$ cat config.mk
export PLATFORM = sky130hd
export DESIGN_NAME = n1_prog_loader
export DESIGN_NICKNAME = d
export VERILOG_FILES = /design/src/rtl/n1_prog_loader.sv
export SDC_FILE = /design/constraint.sdc
export NUM_CORES = 1
export LEC_CHECK = 0
export ABC_CLOCK_PERIOD_IN_PS = 2150
export BUFFER_PORTS_ARGS = -buffer_cell sky130_fd_sc_hd__buf_2
export CAP_MARGIN = 10
export CORE_UTILIZATION = 38
export CTS_CLUSTER_DIAMETER = 100
export DETAILED_ROUTE_END_ITERATION = 8
export GPL_TIMING_DRIVEN = 0
export PLACE_DENSITY_LB_ADDON = 0.05
export SLEW_MARGIN = 15
export SYNTH_ARGS = -nofsm -noshare
export SYNTH_HDL_FRONTEND = slang
export SYNTH_SLANG_ARGS = --single-unit
export TNS_END_PERCENT = 100
$ cat constraint.sdc
create_clock -name i_clk -period 2.15 [get_ports i_clk]
set_input_delay 0.43 -clock i_clk [delete_from_list [all_inputs] [get_ports i_clk]]
set_output_delay 0.43 -clock i_clk [all_outputs]
set_load 0.01 [all_outputs]
$ cat src/rtl/n1_prog_loader.sv
// Program loader for the n1 core: framed byte stream -> 16-bit instruction RAM writes.
// Optional inter-byte timeout is compiled in with `define LOADER_TIMEOUT_EN.
module n1_prog_loader #(
  parameter int         RAM_WORDS      = 128,
  parameter int         ADDR_BITS      = $clog2(RAM_WORDS),
  parameter logic [7:0] SYNC_BYTE      = 8'hA5,
  parameter int         TIMEOUT_CYCLES = 1024
) (
  input  logic                 i_clk,
  input  logic                 i_rst,
  input  logic [7:0]           i_byte_in,
  input  logic                 i_byte_valid,
  output logic                 o_byte_ready,
  output logic                 o_mem_we,
  output logic [ADDR_BITS-1:0] o_mem_addr,
  output logic [15:0]          o_mem_wdata,
  output logic                 o_cpu_hold,
  output logic                 o_done,
  output logic                 o_error,
  output logic [7:0]           o_words_loaded
);

  typedef enum logic [2:0] {
    S_IDLE,
    S_COUNT,
    S_HI,
    S_LO,
    S_WRITE,
    S_CHK,
    S_DONE,
    S_ERR
  } state_t;

  localparam logic [8:0] MAX_WORDS = 9'(RAM_WORDS);

  // The word counter is 8 bits wide, so the RAM may not exceed 255 words.
  if (RAM_WORDS < 1 || RAM_WORDS > 255 || TIMEOUT_CYCLES < 2) begin : g_bad_params
    $error("n1_prog_loader: RAM_WORDS must be 1..255 and TIMEOUT_CYCLES >= 2");
  end

  state_t      r_state;
  state_t      w_nextState;
  logic [7:0]  r_count;
  logic [7:0]  r_checksum;
  logic [7:0]  r_hiByte;
  logic [7:0]  r_wordsLoaded;
  logic [15:0] r_wdata;
  logic        r_cpuHold;
  logic        r_done;
  logic        r_error;

  logic        w_accept;
  logic        w_isSync;
  logic        w_tooBig;
  logic [7:0]  w_wordsNext;
  logic        w_timeout;

  assign o_byte_ready   = (r_state != S_WRITE);
  assign w_accept       = i_byte_valid && o_byte_ready;
  assign w_isSync       = (i_byte_in == SYNC_BYTE);
  assign w_tooBig       = ({1'b0, i_byte_in} > MAX_WORDS);
  assign w_wordsNext    = r_wordsLoaded + 8'd1;

  assign o_mem_we       = (r_state == S_WRITE);
  assign o_mem_addr     = r_wordsLoaded[ADDR_BITS-1:0];
  assign o_mem_wdata    = r_wdata;
  assign o_cpu_hold     = r_cpuHold;
  assign o_done         = r_done;
  assign o_error        = r_error;
  assign o_words_loaded = r_wordsLoaded;

`ifdef LOADER_TIMEOUT_EN
  localparam logic [15:0] TIMEOUT_LAST = 16'(TIMEOUT_CYCLES - 1);

  logic [15:0] r_idleCnt;
  logic        w_waiting;

  assign w_waiting = (r_state == S_COUNT) || (r_state == S_HI) ||
                     (r_state == S_LO)    || (r_state == S_CHK);
  assign w_timeout = w_waiting && !w_accept && (r_idleCnt == TIMEOUT_LAST);

  // Idle counter only runs while a frame is waiting for its next byte.
  always_ff @(posedge i_clk or posedge i_rst) begin
    if (i_rst) begin
      r_idleCnt <= 16'd0;
    end else if (w_waiting && !w_accept && !w_timeout) begin
      r_idleCnt <= r_idleCnt + 16'd1;
    end else begin
      r_idleCnt <= 16'd0;
    end
  end
`else
  assign w_timeout = 1'b0;
`endif

  always_ff @(posedge i_clk or posedge i_rst) begin
    if (i_rst) begin
      r_state <= S_IDLE;
    end else begin
      r_state <= w_nextState;
    end
  end

  always_comb begin
    w_nextState = r_state;
    case (r_state)
      S_IDLE, S_DONE, S_ERR: begin
        if (w_accept && w_isSync) begin
          w_nextState = S_COUNT;
        end
      end
      S_COUNT: begin
        if (w_accept) begin
          if (w_tooBig) begin
            w_nextState = S_ERR;
          end else if (i_byte_in == 8'd0) begin
            w_nextState = S_CHK;
          end else begin
            w_nextState = S_HI;
          end
        end
      end
      S_HI: begin
        if (w_accept) begin
          w_nextState = S_LO;
        end
      end
      S_LO: begin
        if (w_accept) begin
          w_nextState = S_WRITE;
        end
      end
      S_WRITE: begin
        w_nextState = (w_wordsNext == r_count) ? S_CHK : S_HI;
      end
      S_CHK: begin
        if (w_accept) begin
          w_nextState = (i_byte_in == r_checksum) ? S_DONE : S_ERR;
        end
      end
      default: begin
        w_nextState = S_IDLE;
      end
    endcase
    if (w_timeout) begin
      w_nextState = S_ERR;
    end
  end

  // Status flags are registered from the next state so they change on the
  // same edge that moves the FSM, including the reload on a sync byte.
  always_ff @(posedge i_clk or posedge i_rst) begin
    if (i_rst) begin
      r_cpuHold <= 1'b1;
      r_done    <= 1'b0;
      r_error   <= 1'b0;
    end else begin
      r_cpuHold <= (w_nextState != S_DONE);
      r_done    <= (w_nextState == S_DONE);
      r_error   <= (w_nextState == S_ERR);
    end
  end

  // The high byte is parked separately so mem_wdata only moves on a low byte.
  always_ff @(posedge i_clk or posedge i_rst) begin
    if (i_rst) begin
      r_count       <= 8'd0;
      r_checksum    <= 8'd0;
      r_hiByte      <= 8'd0;
      r_wordsLoaded <= 8'd0;
      r_wdata       <= 16'd0;
    end else begin
      case (r_state)
        S_IDLE, S_DONE, S_ERR: begin
          if (w_accept && w_isSync) begin
            r_checksum    <= 8'd0;
            r_wordsLoaded <= 8'd0;
          end
        end
        S_COUNT: begin
          if (w_accept) begin
            r_count    <= i_byte_in;
            r_checksum <= r_checksum ^ i_byte_in;
          end
        end
        S_HI: begin
          if (w_accept) begin
            r_hiByte   <= i_byte_in;
            r_checksum <= r_checksum ^ i_byte_in;
          end
        end
        S_LO: begin
          if (w_accept) begin
            r_wdata    <= {r_hiByte, i_byte_in};
            r_checksum <= r_checksum ^ i_byte_in;
          end
        end
        S_WRITE: begin
          r_wordsLoaded <= w_wordsNext;
        end
        default: begin
        end
      endcase
    end
  end

endmodule

* Yosys cells after proc, flatten, opt, wreduce, memory -nomap -nowiden
Cells that the tools add are included.
** Cells by class
- Add/subtract/negate cells :: 1
- Magnitude comparators :: 1
- Equality and inequality tests :: 16
- Multiplexer cells :: 14
- Bitwise gates (word level) :: 1
- Reductions and logical operators :: 13
** Operator list (count)
- case mux 8 bit (2 select lines) :: 2
- two-way mux 3 bit :: 8
- equality test 3 bit, second input constant :: 6
- case mux 3 bit (6 select lines) :: 1
- equality test 8 bit :: 2
- two-way mux 8 bit :: 2
- adder 8 x 1 -> 8 bit, second input constant :: 1
- equality test 8 bit, second input constant :: 1
- > comparator 8 bit, second input constant :: 1
- zero test 8 bit :: 1
- AND reduction 2 bit :: 4
- bitwise XOR 8 bit :: 1
- equality test 3 x 2 -> 1 bit, second input constant :: 2
- != test 3 bit, second input constant :: 2
- OR reduction 3 bit :: 2
- nonzero test 2 bit :: 2
- equality test 3 x 1 -> 1 bit, second input constant :: 1
- zero test 3 bit :: 1
- AND reduction 3 bit :: 1
- logical AND 1 bit :: 2
- != test 2 x 1 -> 1 bit, second input constant :: 1
- != test 2 bit, second input constant :: 1
- two-way mux 1 bit :: 1
** Word-level totals
- Bits in registers :: 54
- Input port bits :: 11
- Output and inout bits :: 36
- Word-level logic and storage cells :: 55

* Longest topological paths before layout
- Depth after elaboration :: 6
- Gate-level depth with buffers :: 8
- Mapped depth without buffers :: 7

* Worst setup path before layout
Ideal clock, no wire load.
- Path type :: flip-flop to flip-flop
- Start :: register r_wordsLoaded[1] (netlist: o_words_loaded[1])
- End :: register r_state[1]
- Library setup time :: 0.119 ns
- Data arrival time :: 1.910 ns
- Required time :: 2.031 ns
- Setup slack :: 0.121 ns
- Cell stages (with the launch flop) :: 9
- Path buffers :: 2
- Clock period less this slack :: 2.029 ns
- Path through :: dfrtp_1 -> ha_1 -> clkbuf_1 -> and3_1 -> clkbuf_1 -> or3_1 -> a31oi_1 -> o2111ai_1 -> and2_1
** On the way
- Word-level cells in the longest chain between the ends :: 4
** RTL lines
- start: declaration :: RTL line 46 : logic [7:0] r_wordsLoaded;
- start signal: assignment :: RTL line 199 : r_wordsLoaded <= w_wordsNext;
- adder 8 x 1 -> 8 bit :: RTL line 62 : assign w_wordsNext = r_wordsLoaded + 8'd1;
- equality test 8 bit :: RTL line 134 : w_nextState = (w_wordsNext == r_count) ? S_CHK : S_HI;
- two-way mux 3 bit :: RTL line 134
- case mux 3 bit (6 select lines) :: RTL line 106 : case (r_state)
- named net w_nextState[1] :: RTL line 42 : state_t w_nextState;
- end signal: assignment :: RTL line 100 : r_state <= w_nextState;
- end: declaration :: RTL line 41 : state_t r_state;
The timed path passes the listed nets, and every way through them passes these cells.
A chain may end at the register's enable or synchronous reset.

* Worst setup path after layout
- Start :: input i_byte_in[7]
- End :: register r_wordsLoaded[7] (netlist: o_words_loaded[7])
** On the way
- Word-level cells in the longest chain between the ends :: 4
** RTL lines
- start: declaration :: RTL line 11 : input logic [7:0] i_byte_in,
- equality test 8 bit :: RTL line 60 : assign w_isSync = (i_byte_in == SYNC_BYTE);
- logical AND 1 bit :: RTL line 175 : if (w_accept && w_isSync) begin
- != test 2 bit (no source line)
- AND reduction 2 bit (no source line)
No other way between the ends.

==> qor.tcl <==
set qor(first_global_vias) 1868
set qor(worst_setup_path_start_kind) {input pin}
set qor(mappedNetlistNets) 259
set qor(crit_arrival_ns) 2.22
set qor(synthTopCellsByArea) {sky130_fd_sc_hd__dfrtp_1 (48%), sky130_fd_sc_hd__mux2_2 (13%), sky130_fd_sc_hd__xor2_1 (3.8%), sky130_fd_sc_hd__a221o_1 (2.9%), sky130_fd_sc_hd__xnor2_1 (2.5%)}
set qor(synth_seq_area_share_pct) 48.7
set qor(fmax_mhz) 489
set qor(number_of_flops_mapped_to_enable_cells_by_yosys) 0
set qor(synth_top_cell_by_area) {sky130_fd_sc_hd__dfrtp_1}
set qor(final_layout_size_suffix_gt1_share_pct) 37.5
set qor(pin_count) 47
set qor(layout.filler_cells) 682
set qor(final_net_count) 310
set qor(register_area_sq_mm) 0.00135
set qor(setup_violations) 0
set qor(timing.rr.start) {o_words_loaded[0]}
set qor(final.min_clock_period_ns) 2.05
set qor(place_congestion) 0.789
set qor(worst_setup_end_kind) {register}
set qor(detail_route.vias_per_cell) 5.11
set qor(placed_cells) 387
set qor(floorplan.die.width_um) 87.5
set qor(critical_path.max_fanout) 9
set qor(worst_r2r_path_depth) 7
set qor(area.growth.synth_to_final_pct) 17.1
set qor(antenna-diode-count) 0
set qor(insertion_delay_ns) 0.31
set qor(grt_setup_unrepaired) {no}
set qor(hold_class) {in2async}
set qor(fin_cells) 395
set qor(post_synth_inst_count) 247
set qor(clkSlewWorstSetupHoldPaths_ns) 0.11
set qor(worst_ir_drop_vdd_mv) 0.566
set qor(max_slew_margin_pct) 55.3
set qor(tritoncts) {built}
set qor(p_total_mw) 4.78
set qor(grt_first_pass_wirelength_mm) 9.92
set qor(total_routed_length_mm) 6.09
set qor(leakage_nw) 1.45
set qor(multi_input_area_sq_mm) 0.00133
set qor(cp_cell_sequence) {clkbuf_1 > and4_1 > and3_1 > a21oi_1 > o21ai_1 > a31oi_1}
set qor(clock_path_buffers) 2
set qor(cts_buffers) 5
set qor(routed-via-count) 2020
set qor(drv.max_cap_violation_count) 0
set qor(aggregate_global_routing_overflow) 0
set qor(syn-mean-instance-area_sq_um) 11.2
set qor(buffer_ports.inserted) 44
set qor(period_share_pct) 95.1
set qor(hpwl_mm) 4.11
set qor(dr_wl_cell_um) 15.4
set qor(first_iter_violations) 92
set qor(combined_area_of_all_synthesized_cells_sq_mm) 0.00278
set qor(longest_individual_stage_delay_on_the_worst_path_ns) 0.53
set qor(slowest_stage) {sky130_fd_sc_hd__o21ai_1}
set qor(clock-skew-final_ns) 0.00739
set qor(maximum_number_of_pins_on_one_net_before_global_route_repair) 55
set qor(worst_slew_pin_slew_ns) 0.671
set qor(die_h_um) 87.5
set qor(finish.instance_area_sq_mm) 0.00325
set qor(critPathRequiredTime_ns) 2.33
set qor(track_usage_pct) 17.1
set qor(run_status) {finished, final reports clean}
set qor(ys_warn_count) 0
set qor(cts-root-buf) {sky130_fd_sc_hd__clkbuf_8}
set qor(maxSlewViolCount) 0
set qor(first_pass_iters) 4
set qor(powerDensity_mw_per_mm2) 1470
set qor(grt_antenna_before_repair) 0
set qor(async_flop_share_pct) 100
set qor(ys_dominant_reg_cell) {sky130_fd_sc_hd__dfrtp_1}
set qor(cts_sinks) 54
set qor(synthDistinctLibCells) 44
set qor(post-route-drc-count) 0
set qor(design.core.area_sq_mm) 0.00694
set qor(report.final.hold_viol_count) 0
set qor(htree_num_levels) 2
set qor(antenna_violating_nets_post_route) 0
set qor(cts_hold_repair.buffers) 0
set qor(std_cell_rows) 30
set qor(initial_core_util_pct) 40.0
set qor(synth.ff_latch_count) 54
set qor(r2r_slack_ns) 0.12
set qor(placement.cell_area_sq_mm) 0.00312
set qor(post-synth-top-area-fraction_pct) 47.7
set qor(crit_path_kind) {in2reg}
set qor(fp.dieArea_sq_mm) 0.00766
set qor(r2r-end) {r_state[1]}
## routing by layer
layer  global-route usage, %  share of wire [%]  up-vias  routed length (um)
li1                        -                  -     1000                   -
met1                    23.7                 49      972                3010
met2                    27.2                 46       44                2810
met3                    3.79                3.8        4                 234
met4                    4.32               0.72        0                  44
met5                       0                  0        -                   0
## stage by stage
stage | hold slack [ns] | TNS, ns | setup WS, ns | util [%]
2_1_floorplan | 0.477 | 0 | 0.121 | -
3_3_place_gp | 0.485 | -25.47 | -0.442 | 44.9
3_5_place_dp | 0.487 | -2.62 | -0.223 | 44.9
4_1_cts | 0.248 | 0 | 0.0149 | 46.8
5_1_grt | 0.259 | 0 | 0.00905 | 46.8
6_report | 0.204 | 0 | 0.104 | 46.8
## sequential cells by signal, indices dropped and copies added (netlist names)
name,cells
r_state,3
o_error,1
o_cpu_hold,1
o_done,1
o_mem_wdata,16
r_count,8
r_hiByte,8
o_words_loaded,8
r_checksum,8
## cells in the mapped netlist (all sizes together), types with 2 or more instances
master and number:
a21oi 12, a221o 8, a22o 2, a31oi 5, and2b 2, and3 3
buf 8, clkbuf 12, dfrtp 53, inv 5, mux2 33, nand2 11
nand3 8, nand4 3, nor2 7, nor2b 8, nor3 6, nor3b 8
nor4 4, o211a 2, o211ai 2, o21a 4, o21ai 4, or3 3
or4 2, xnor2 8, xor2 12
## layout by cell type, fill, tap and decap left out, types with 7 or more instances in the layout
| cell type | netlist | final |
|---|---|---|
| sky130_fd_sc_hd__a21oi_1 | 11 | 11 |
| sky130_fd_sc_hd__a221o_1 | 8 | 8 |
| sky130_fd_sc_hd__buf_2 | 0 | 44 |
| sky130_fd_sc_hd__buf_4 | 7 | 10 |
| sky130_fd_sc_hd__clkbuf_1 | 12 | 7 |
| sky130_fd_sc_hd__dfrtp_1 | 53 | 52 |
| sky130_fd_sc_hd__mux2_2 | 33 | 33 |
| sky130_fd_sc_hd__nand2_1 | 11 | 10 |
| sky130_fd_sc_hd__nand3_1 | 7 | 7 |
| sky130_fd_sc_hd__nor2b_1 | 8 | 8 |
| sky130_fd_sc_hd__nor3b_1 | 8 | 8 |
| sky130_fd_sc_hd__xnor2_1 | 8 | 8 |
| sky130_fd_sc_hd__xor2_1 | 12 | 12 |
## worst max-delay path by stage
stage	slack, ns	end	from	cells past startpoint
CTS	0.01	o_mem_wdata[2]	r_state[0]	6
finish	0.10	o_words_loaded[7]	i_byte_in[7]	6
global placement	-0.44	r_state[0]	i_rst	2
detailed placement	-0.22	o_words_loaded[6]	i_byte_in[7]	6
floorplan	0.12	r_state[1]	o_words_loaded[1]	8
global route	0.009	o_mem_we	r_state[0]	5
## area by class of cell
type	instances	share of cell area, %
multi-input combinational	168	40.8
clock inverter	3	0.731
sequential	54	41.6
tap	96	3.69
buffer	17	2.92
inverter	5	0.654
timing repair buffer	47	7.46
clock buffer	5	2.12
## worst max-delay path: cells and delay by family
kind	cells	cell delay [ns]
compound gates	3	0.83
buf+inv	1	0.41
simple gates	2	0.54
## logic make-up (layout without fill, tap and decap cells)
family                     count (synthesis)  after routing  synth area share, %
DFF                                       54             54                 48.7
buffers and inverters                     25             77                 4.32
adders and majority gates                  1              1                0.450
AOI/OAI and AO/OA                         43             43                 11.2
xor gates and xnor gates                  20             20                 6.31
muxes                                     34             34                 13.7
and+or+nand+nor                           70             70                 15.3
## timing repair
action | CTS | global route
hold endpoints to repair | 0 | 0
pin swaps | 2 | 0
setup endpoints to repair | 22 | 21
buffers inserted | 3 | 0
resized for setup | 8 | 3
gates cloned | 0 | 0
## where the power goes
part           internal (mW)  switching [mW]  total (mW)  leakage (nW)
combinational           1.17            1.10        2.27         0.753
clock                  0.234           0.361       0.595        0.0408
sequential              1.53           0.387        1.91         0.653
(Power assumes the default switching activity.)
